**config.mk**
```make
export PLATFORM = sky130hd
export DESIGN_NAME = imm_decode_sched
export DESIGN_NICKNAME = d
export VERILOG_FILES = /design/src/rtl/riscv_pkg.sv /design/src/rtl/extend.sv /design/src/rtl/imm_decode_sched.sv
export SDC_FILE = /design/constraint.sdc
export NUM_CORES = 1
export LEC_CHECK = 0
export BUFFER_PORTS_ARGS = -buffer_cell sky130_fd_sc_hd__buf_2
export CELL_PAD_IN_SITES_DETAIL_PLACEMENT = 1
export CELL_PAD_IN_SITES_GLOBAL_PLACEMENT = 1
export CORE_MARGIN = 8
export CORE_UTILIZATION = 40
export CTS_CLUSTER_SIZE = 16
export DETAILED_ROUTE_END_ITERATION = 7
export GPL_TIMING_DRIVEN = 0
export PLACE_DENSITY = 0.86
export SLEW_MARGIN = 0
export SYNTH_ARGS = -nofsm -noshare
export SYNTH_HDL_FRONTEND = slang
export SYNTH_SLANG_ARGS = --single-unit
```
**constraint.sdc**
```tcl
create_clock -name clk -period 5.4 [get_ports clk]
set_input_delay 0.81 -clock clk [delete_from_list [all_inputs] [get_ports clk]]
set_output_delay 0.81 -clock clk [all_outputs]
set_load 0.02 [all_outputs]
```
**src/rtl/riscv_pkg.sv**
```systemverilog
// Shared RISC-V decode definitions: ImmSrc encodings, base opcodes and the
// immediate-queue entry layout. No logic, no latency, no flow control.
package riscv_pkg;

  localparam logic [2:0] IMM_I = 3'b000;
  localparam logic [2:0] IMM_S = 3'b001;
  localparam logic [2:0] IMM_B = 3'b010;
  localparam logic [2:0] IMM_J = 3'b011;
  localparam logic [2:0] IMM_U = 3'b100;

  localparam logic [6:0] OP_IMM    = 7'b0010011;
  localparam logic [6:0] OP_LOAD   = 7'b0000011;
  localparam logic [6:0] OP_JALR   = 7'b1100111;
  localparam logic [6:0] OP_STORE  = 7'b0100011;
  localparam logic [6:0] OP_BRANCH = 7'b1100011;
  localparam logic [6:0] OP_JAL    = 7'b1101111;
  localparam logic [6:0] OP_LUI    = 7'b0110111;
  localparam logic [6:0] OP_AUIPC  = 7'b0010111;
  localparam logic [6:0] OP_R      = 7'b0110011;

  typedef struct packed {
    logic [31:0] imm;
    logic [2:0]  immsrc;
    logic        has_imm;
    logic        illegal;
  } imm_entry_t;

endpackage

```
**src/rtl/extend.sv**
```systemverilog
// Immediate extend unit: rebuilds the sign-extended immediate for the selected
// format. Purely combinational, zero latency, no flow control.
module extend
  import riscv_pkg::*;
(
  input  logic [31:7] instr,
  input  logic [2:0]  immsrc,
  output logic [31:0] immext
);

  always_comb begin
    case (immsrc)
      IMM_I:   immext = {{20{instr[31]}}, instr[31:20]};
      IMM_S:   immext = {{20{instr[31]}}, instr[31:25], instr[11:7]};
      IMM_B:   immext = {{20{instr[31]}}, instr[7], instr[30:25], instr[11:8], 1'b0};
      IMM_J:   immext = {{12{instr[31]}}, instr[19:12], instr[20], instr[30:21], 1'b0};
      IMM_U:   immext = {instr[31:12], 12'h000};
      default: immext = 32'h0;
    endcase
  end

endmodule

```
**src/rtl/imm_decode_sched.sv**
```systemverilog
// Decode-stage immediate scheduler: classifies opcodes, extends immediates and queues them
// in a 2-entry skid FIFO; 1-cycle latency, in_ready drops only when both entries are full.
module imm_decode_sched
  import riscv_pkg::*;
#(
  parameter int unsigned CNT_W = 16
) (
  input  logic             clk,
  input  logic             reset_n,
  input  logic             in_valid,
  output logic             in_ready,
  input  logic [31:0]      in_instr,
  input  logic             flush,
  output logic             out_valid,
  input  logic             out_ready,
  output logic [31:0]      out_imm,
  output logic [2:0]       out_immsrc,
  output logic             out_has_imm,
  output logic             out_illegal,
  output logic [CNT_W-1:0] imm_count
);

  logic [2:0]  dec_immsrc;
  logic        dec_has_imm;
  logic        dec_illegal;
  logic [31:0] imm_ext;
  imm_entry_t  new_entry;
  imm_entry_t  head;

  imm_entry_t       mem_q [2];
  imm_entry_t       mem_d [2];
  logic             wr_ptr_q, wr_ptr_d;
  logic             rd_ptr_q, rd_ptr_d;
  logic [1:0]       count_q, count_d;
  logic [CNT_W-1:0] imm_count_q, imm_count_d;

  logic push;
  logic pop;

  always_comb begin
    dec_immsrc  = IMM_I;
    dec_has_imm = 1'b1;
    dec_illegal = 1'b0;
    case (in_instr[6:0])
      OP_IMM, OP_LOAD, OP_JALR: dec_immsrc = IMM_I;
      OP_STORE:                 dec_immsrc = IMM_S;
      OP_BRANCH:                dec_immsrc = IMM_B;
      OP_JAL:                   dec_immsrc = IMM_J;
      OP_LUI, OP_AUIPC:         dec_immsrc = IMM_U;
      OP_R:                     dec_has_imm = 1'b0;
      default: begin
        dec_has_imm = 1'b0;
        dec_illegal = 1'b1;
      end
    endcase
  end

  extend u_extend (
    .instr  (in_instr[31:7]),
    .immsrc (dec_immsrc),
    .immext (imm_ext)
  );

  always_comb begin
    new_entry.imm     = dec_has_imm ? imm_ext : 32'h0;
    new_entry.immsrc  = dec_immsrc;
    new_entry.has_imm = dec_has_imm;
    new_entry.illegal = dec_illegal;
  end

  // in_ready comes from registered occupancy only, so it never depends on out_ready.
  assign in_ready  = (count_q != 2'd2);
  assign out_valid = (count_q != 2'd0);
  assign head      = mem_q[rd_ptr_q];
  assign push      = in_valid & in_ready;
  assign pop       = out_valid & out_ready;

  always_comb begin
    mem_d       = mem_q;
    wr_ptr_d    = wr_ptr_q;
    rd_ptr_d    = rd_ptr_q;
    count_d     = count_q;
    imm_count_d = imm_count_q;
    if (flush) begin
      wr_ptr_d = 1'b0;
      rd_ptr_d = 1'b0;
      count_d  = 2'd0;
    end else begin
      if (push) begin
        mem_d[wr_ptr_q] = new_entry;
        wr_ptr_d        = ~wr_ptr_q;
      end
      if (pop) begin
        rd_ptr_d = ~rd_ptr_q;
        if (head.has_imm && (imm_count_q != {CNT_W{1'b1}})) begin
          imm_count_d = imm_count_q + CNT_W'(1);
        end
      end
      case ({push, pop})
        2'b10:   count_d = count_q + 2'd1;
        2'b01:   count_d = count_q - 2'd1;
        default: count_d = count_q;
      endcase
    end
  end

  always_ff @(posedge clk or negedge reset_n) begin
    if (!reset_n) begin
      mem_q[0]    <= '0;
      mem_q[1]    <= '0;
      wr_ptr_q    <= 1'b0;
      rd_ptr_q    <= 1'b0;
      count_q     <= 2'd0;
      imm_count_q <= '0;
    end else begin
      mem_q       <= mem_d;
      wr_ptr_q    <= wr_ptr_d;
      rd_ptr_q    <= rd_ptr_d;
      count_q     <= count_d;
      imm_count_q <= imm_count_d;
    end
  end

  assign out_imm     = head.imm;
  assign out_immsrc  = head.immsrc;
  assign out_has_imm = head.has_imm;
  assign out_illegal = head.illegal;
  assign imm_count   = imm_count_q;

endmodule

```
* Yosys cells after proc, flatten, opt, wreduce, memory -nomap -nowiden *
Cells that the tools add are included.
W data, S select, Z words.

operators by class
  add/sub/neg operators = 3
  multipliers = 0
  div/mod/pow operators = 0
  order comparisons = 3
  eq/ne operators = 17
  shift operators = 0
  muxes and demuxes = 17
  bitwise logic cells = 7
  reductions and logical operators = 12

operator list
  kind                     number
  $pmux W32 S5             1
  $mux W37                 4
  $bwmux W74               1
  $demux W37 S1            1
  $mux W32                 1
  $eq A7 B6 Y1 const B     3
  $eq A7 B7 Y1 const B     3
  $add A16 B1 Y16 const B  1
  $ne A16 B16 Y1 const B   1
  $eq A7 B5 Y1 const B     2
  $pmux W3 S4              1
  $reduce_or A9 Y1         1
  $reduce_or A8 Y1         1
  $eq A7 B2 Y1 const B     1
  $eq A3 B2 Y1 const B     2
  $mux W1                  6
  $reduce_bool A2 Y1       3
  $ge A2 B2 Y1 const B     2
  $not A1 Y2               2
  $pmux W2 S2              1
  $eq A3 B1 Y1 const B     1
  $eq A3 B3 Y1 const B     1
  $logic_not A3 Y1         1
  $not A1 Y1               3
  other kinds (13)         15

word-level totals
  flip-flop bits (word level) = 94
  latch bits = 0
  bits in writable memories = 0
  memory bits (read-only) = 0
  input port bits = 37
  output and inout bits = 55
  word-level logic and storage cells = 71
  memories kept = 0

* Longest topological paths before layout *
  depth after elaboration = 7
  mapped depth = 8
  depth with buffers taken out = 6

* By module *
Synthesis repeated with hierarchy kept, for this count alone.

unflattened totals
  cell total of the unflattened synthesis = 409
  area, all modules = 4,749.6 um^2

modules (own cells, without submodules)
  module            times used  cells each  area each (um^2)  sequential area each (um^2)
  imm_decode_sched  1           336         4,255.3           2,352.3
  extend            1           73          494.2             0.0

* Least setup slack after synthesis *
OpenSTA, ideal clock, no wires.

  path kind = input-to-reg
  from = input port in_instr[2]
  to = register mem_q[5] (netlist bit)
  setup time = 0.121 ns
  arrival = 2.157 ns
  required time = 5.279 ns
  slack = 3.122 ns
  cell stages on the path = 5
  buffers on the path = 1
  cell sequence = buf_2 > nor4_2 > nor2b_1 > mux2_2 > a22o_1

on the way
  word-level cells in the longest chain between the ends = 7
  elaborated cells between the ends (all ways) = 20
  those cells by class = 12 x eq/ne; 5 x mux; 3 x reduce/logical

RTL lines
  item                                                 line                     RTL
  start, declared                                      imm_decode_sched.sv:12   input logic [31:0] in_instr,
  $eq A7 B6 Y1 / $eq A7 B5 Y1 (equally long branches)  imm_decode_sched.sv:44   case (in_instr[6:0])
  $reduce_or A2 Y1                                     -
  $pmux W3 S4                                          imm_decode_sched.sv:44
  $eq A3 B3 Y1 (tied with other cells)                 extend.sv:12             case (immsrc)
  $pmux W32 S5                                         extend.sv:12
  $mux W32 *                                           imm_decode_sched.sv:65   new_entry.imm = dec_has_imm ? imm_ext : 32'h0;
  $bwmux W74 *                                         imm_decode_sched.sv:90   mem_d[wr_ptr_q] = new_entry;
  end signal, assigned                                 imm_decode_sched.sv:116  mem_q <= mem_d;
  end, declared                                        imm_decode_sched.sv:30   imm_entry_t mem_q [2];

Mark *: on every way between the ends. The rest lies on a longest branch, timed or not.
A chain may end at the register's enable or synchronous reset.

* Worst setup path in the final report *
  from = register rd_ptr_q
  to = output port out_imm[12]

on the way
  word-level cells in the longest chain between the ends = 4

RTL lines
  item                                          line                     RTL
  start, declared                               imm_decode_sched.sv:33   logic rd_ptr_q, rd_ptr_d;
  start signal, assigned                        imm_decode_sched.sv:118  rd_ptr_q <= rd_ptr_d;
  $not A1 Y2 (implied by the code)              imm_decode_sched.sv:74   assign head = mem_q[rd_ptr_q];
  $mux W37 (implied by the code) (3 in series)  imm_decode_sched.sv:74
  end, declared                                 imm_decode_sched.sv:16   output logic [31:0] out_imm,

No other way between the ends. The select of a mux whose other input is x is not followed.

==> out/qor.yml <==
synth.net_count: 463
insertion_delay_ns: 0.34
crit_arrival_ns: 2.37
status: "finished, final reports clean"
critPathMaxFanout: 10
synth_area_leaders: "dfrtp_1 52%, mux2_2 9.5%, a22o_1 6.2%"
r2r_end: "imm_count[4]"
peakVddDrop_v: 0.0001250
period_needed_ns: 3.177
critPathRequiredTime_ns: 4.59
maxCapViolations: 0
die_height_um: 122.2
clk_pin_slew_ns: 0.07
rsz0062_at_grt: "no"
clock_sink_count: 94
wl_met3_um: 720
totalPowerFinal_mw: 1.598
globalRouteOverflowTotal: 0
drive_gt1_share_pct: 33.77
min_period_over_period_pct: 58.83
hold_viol_final: 0
cts_htree_levels: 3
synth_flop_cell: "dfrtp_1"
multi_input_area_um2: 2016
worst_setup_path_end_kind: "output port"
clk_path_buf_depth: 2
yosysTopAreaCell: "dfrtp_1"
final_util_pct: 49.97
synth_cells: 425
wl_met2_um: 6406
sw_frac_of_total_pct: 26.93
max_slew_margin_pct: 50.72
seq_area_frac_synth_pct: 52.12
wirelength_um: 13080
setup_tns_ns: 0
synth_area_per_cell_um2: 10.62
drc_errors: 0
top_layer: "met4"
r2r_cells: 6
yosysUniqueCellTypes: 51
combPwrFrac_pct: 11.8
place_inst: 654
ys_warn_count: 0
viasPerCell: 5.530
wl_per_cell_um: 19.52
setup_violations: 0
grt_start_max_net_pins: 54
ioPinCount: 92
drv_slew: 0
antenna_found_initial: 0
postSynth.asyncResetShare_pct: 100.0
synth_edf_count: 0
antennaDiodeCount: 0
rows: 38
coreArea_um2: 10940
p_int_mw: 1.167
powerDensity_nw_per_um2: 292.4
nets: 563
start_util_pct: 41.27
tightest_slew_ns: 0.7392
seq_power_share_pct: 47.1
area_growth_pct: 21.07
cts_hold_buf: 0
hold-worst-slack_ns: 0.4429
seqCellArea_um2: 2352
syn_area_um2: 4513
gp_congestion: 0.8400
portBuffers: 88
grt_pass1_vias: 4042
hold_class: "in2async"
ys_ff_latch: 94
clkPwrFrac_pct: 41.2
fillers: 1248
dr.pass1.iters: 6
hpwl_um: 9477
fin_worst_skew_ns: 0.009685
r2r-start: "imm_count[0]"
grt_usage_pct: 18.33
cp-start-kind: "flop"
die_area_um2: 14940
critPathKind: "reg2out"
fp.dieW_um: 122.2
grt_pass1_wl_um: 21780
antenna_left: 0
numCtsBuffers: 9
met1Wirelength_um: 5678
post-cts-setup-buffers: 0
leakagePower_nw: 2.727
post-synth-top-area-fraction_pct: 52.12
via_count: 3705
r2r_setup_slack_ns: 3.31
final_cells: 670
p_switching_mw: 0.4303
fmax_ghz: 0.3148
cts_resized: 0
drtIter0Drc: 290
cts_root_buffer: "clkbuf_16"
tritoncts: "yes"
worst max path at each step:
stage,startpoint,to,slack (ns),depth (start not counted)
6_report,rd_ptr_q,out_imm[12],2.22,4
5_1_grt,rd_ptr_q,out_imm[26],2.10,4
4_1_cts,rd_ptr_q,out_imm[12],2.17,4
3_5_place_dp,rd_ptr_q,out_imm[30],2.54,4
3_3_place_gp,rd_ptr_q,out_imm[12],2.58,4
2_1_floorplan,in_instr[2],mem_q[5],3.12,5
power groups by stage:
stage	registers, mW	clock network, mW	logic (mW)
floorplan	0.763	0	0.108
global placement	0.762	0	0.179
detailed placement	0.765	0	0.189
CTS	0.752	0.663	0.191
global route	0.756	0.696	0.207
finish	0.752	0.658	0.188
cells by family (layout without fill, tap and decap cells):
logic type	count (synthesis)	count (layout)	share of synthesized area (%)
xor gates and xnor gates	18	18	3.493
muxes	40	40	9.925
adders and majority gates	1	1	0.2772
DFF	94	94	52.12
buffers and inverters	33	138	3.216
AOI/OAI and AO/OA	107	107	16.08
and+or+nand+nor	132	132	14.89
cell type report:
| type | instances | share of cell area [%] |
|---|---|---|
| Sequential cell | 94 | 43.05 |
| Multi-Input combinational cell | 298 | 36.89 |
| Timing Repair Buffer | 89 | 8.610 |
| Clock buffer | 9 | 4.122 |
| Tap cell | 140 | 3.206 |
| Buffer | 26 | 2.175 |
| Clock inverter | 7 | 1.466 |
| Inverter | 7 | 0.4809 |
cells in the final DEF, fill, tap and decap left out, drive strengths merged, types with 8 or more instances in the layout:
master	count
mux2	38
a21oi	15
nor2	19
clkbuf	22
inv	10
a22o	32
xor2	11
nor3	8
o21ai	51
dfrtp	94
buf	102
nand2	65
Yosys cell counts (4+ instances only):
master / instances
xnor2_1: 7
nand2_1: 65
a22oi_1: 4
nand4_1: 4
xor2_1: 11
clkbuf_1: 13
buf_2: 11
dfrtp_1: 94
nor3_1: 6
nand3_1: 5
inv_1: 7
nor2_1: 15
mux2_2: 38
nor2b_1: 4
a21oi_1: 15
o21ai_1: 9
o21ai_0: 33
o21ai_2: 9
a22o_1: 32
through the flow:
stage | setup WS (ns) | area, um2
6_report | 2.223 | 5464
5_1_grt | 2.098 | 5464
4_1_cts | 2.174 | 5464
3_5_place_dp | 2.543 | 5159
3_3_place_gp | 2.581 | 5129
2_1_floorplan | 3.122 | 4513
worst max-delay path: stages (launching register included):
cell,delay (ns)
dfrtp_1,0.36
clkbuf_1,0.47
clkbuf_1,0.63
mux2_2,0.41
buf_2,0.16
flip-flops by register name (all words and copies together), names as in the netlist:
name and count:
wr_ptr_q 1, imm_count 16, mem_q 74, count_q 2
rd_ptr_q 1
routing by layer:
metal | track usage [%] | vias to the layer above
li1 | - | 1707
met3 | 2.986 | 20
met2 | 30.03 | 106
met5 | 0 | -
met4 | 7.312 | 0
met1 | 23.85 | 1872
No activity file was read; power rests on OpenSTA's default activity.
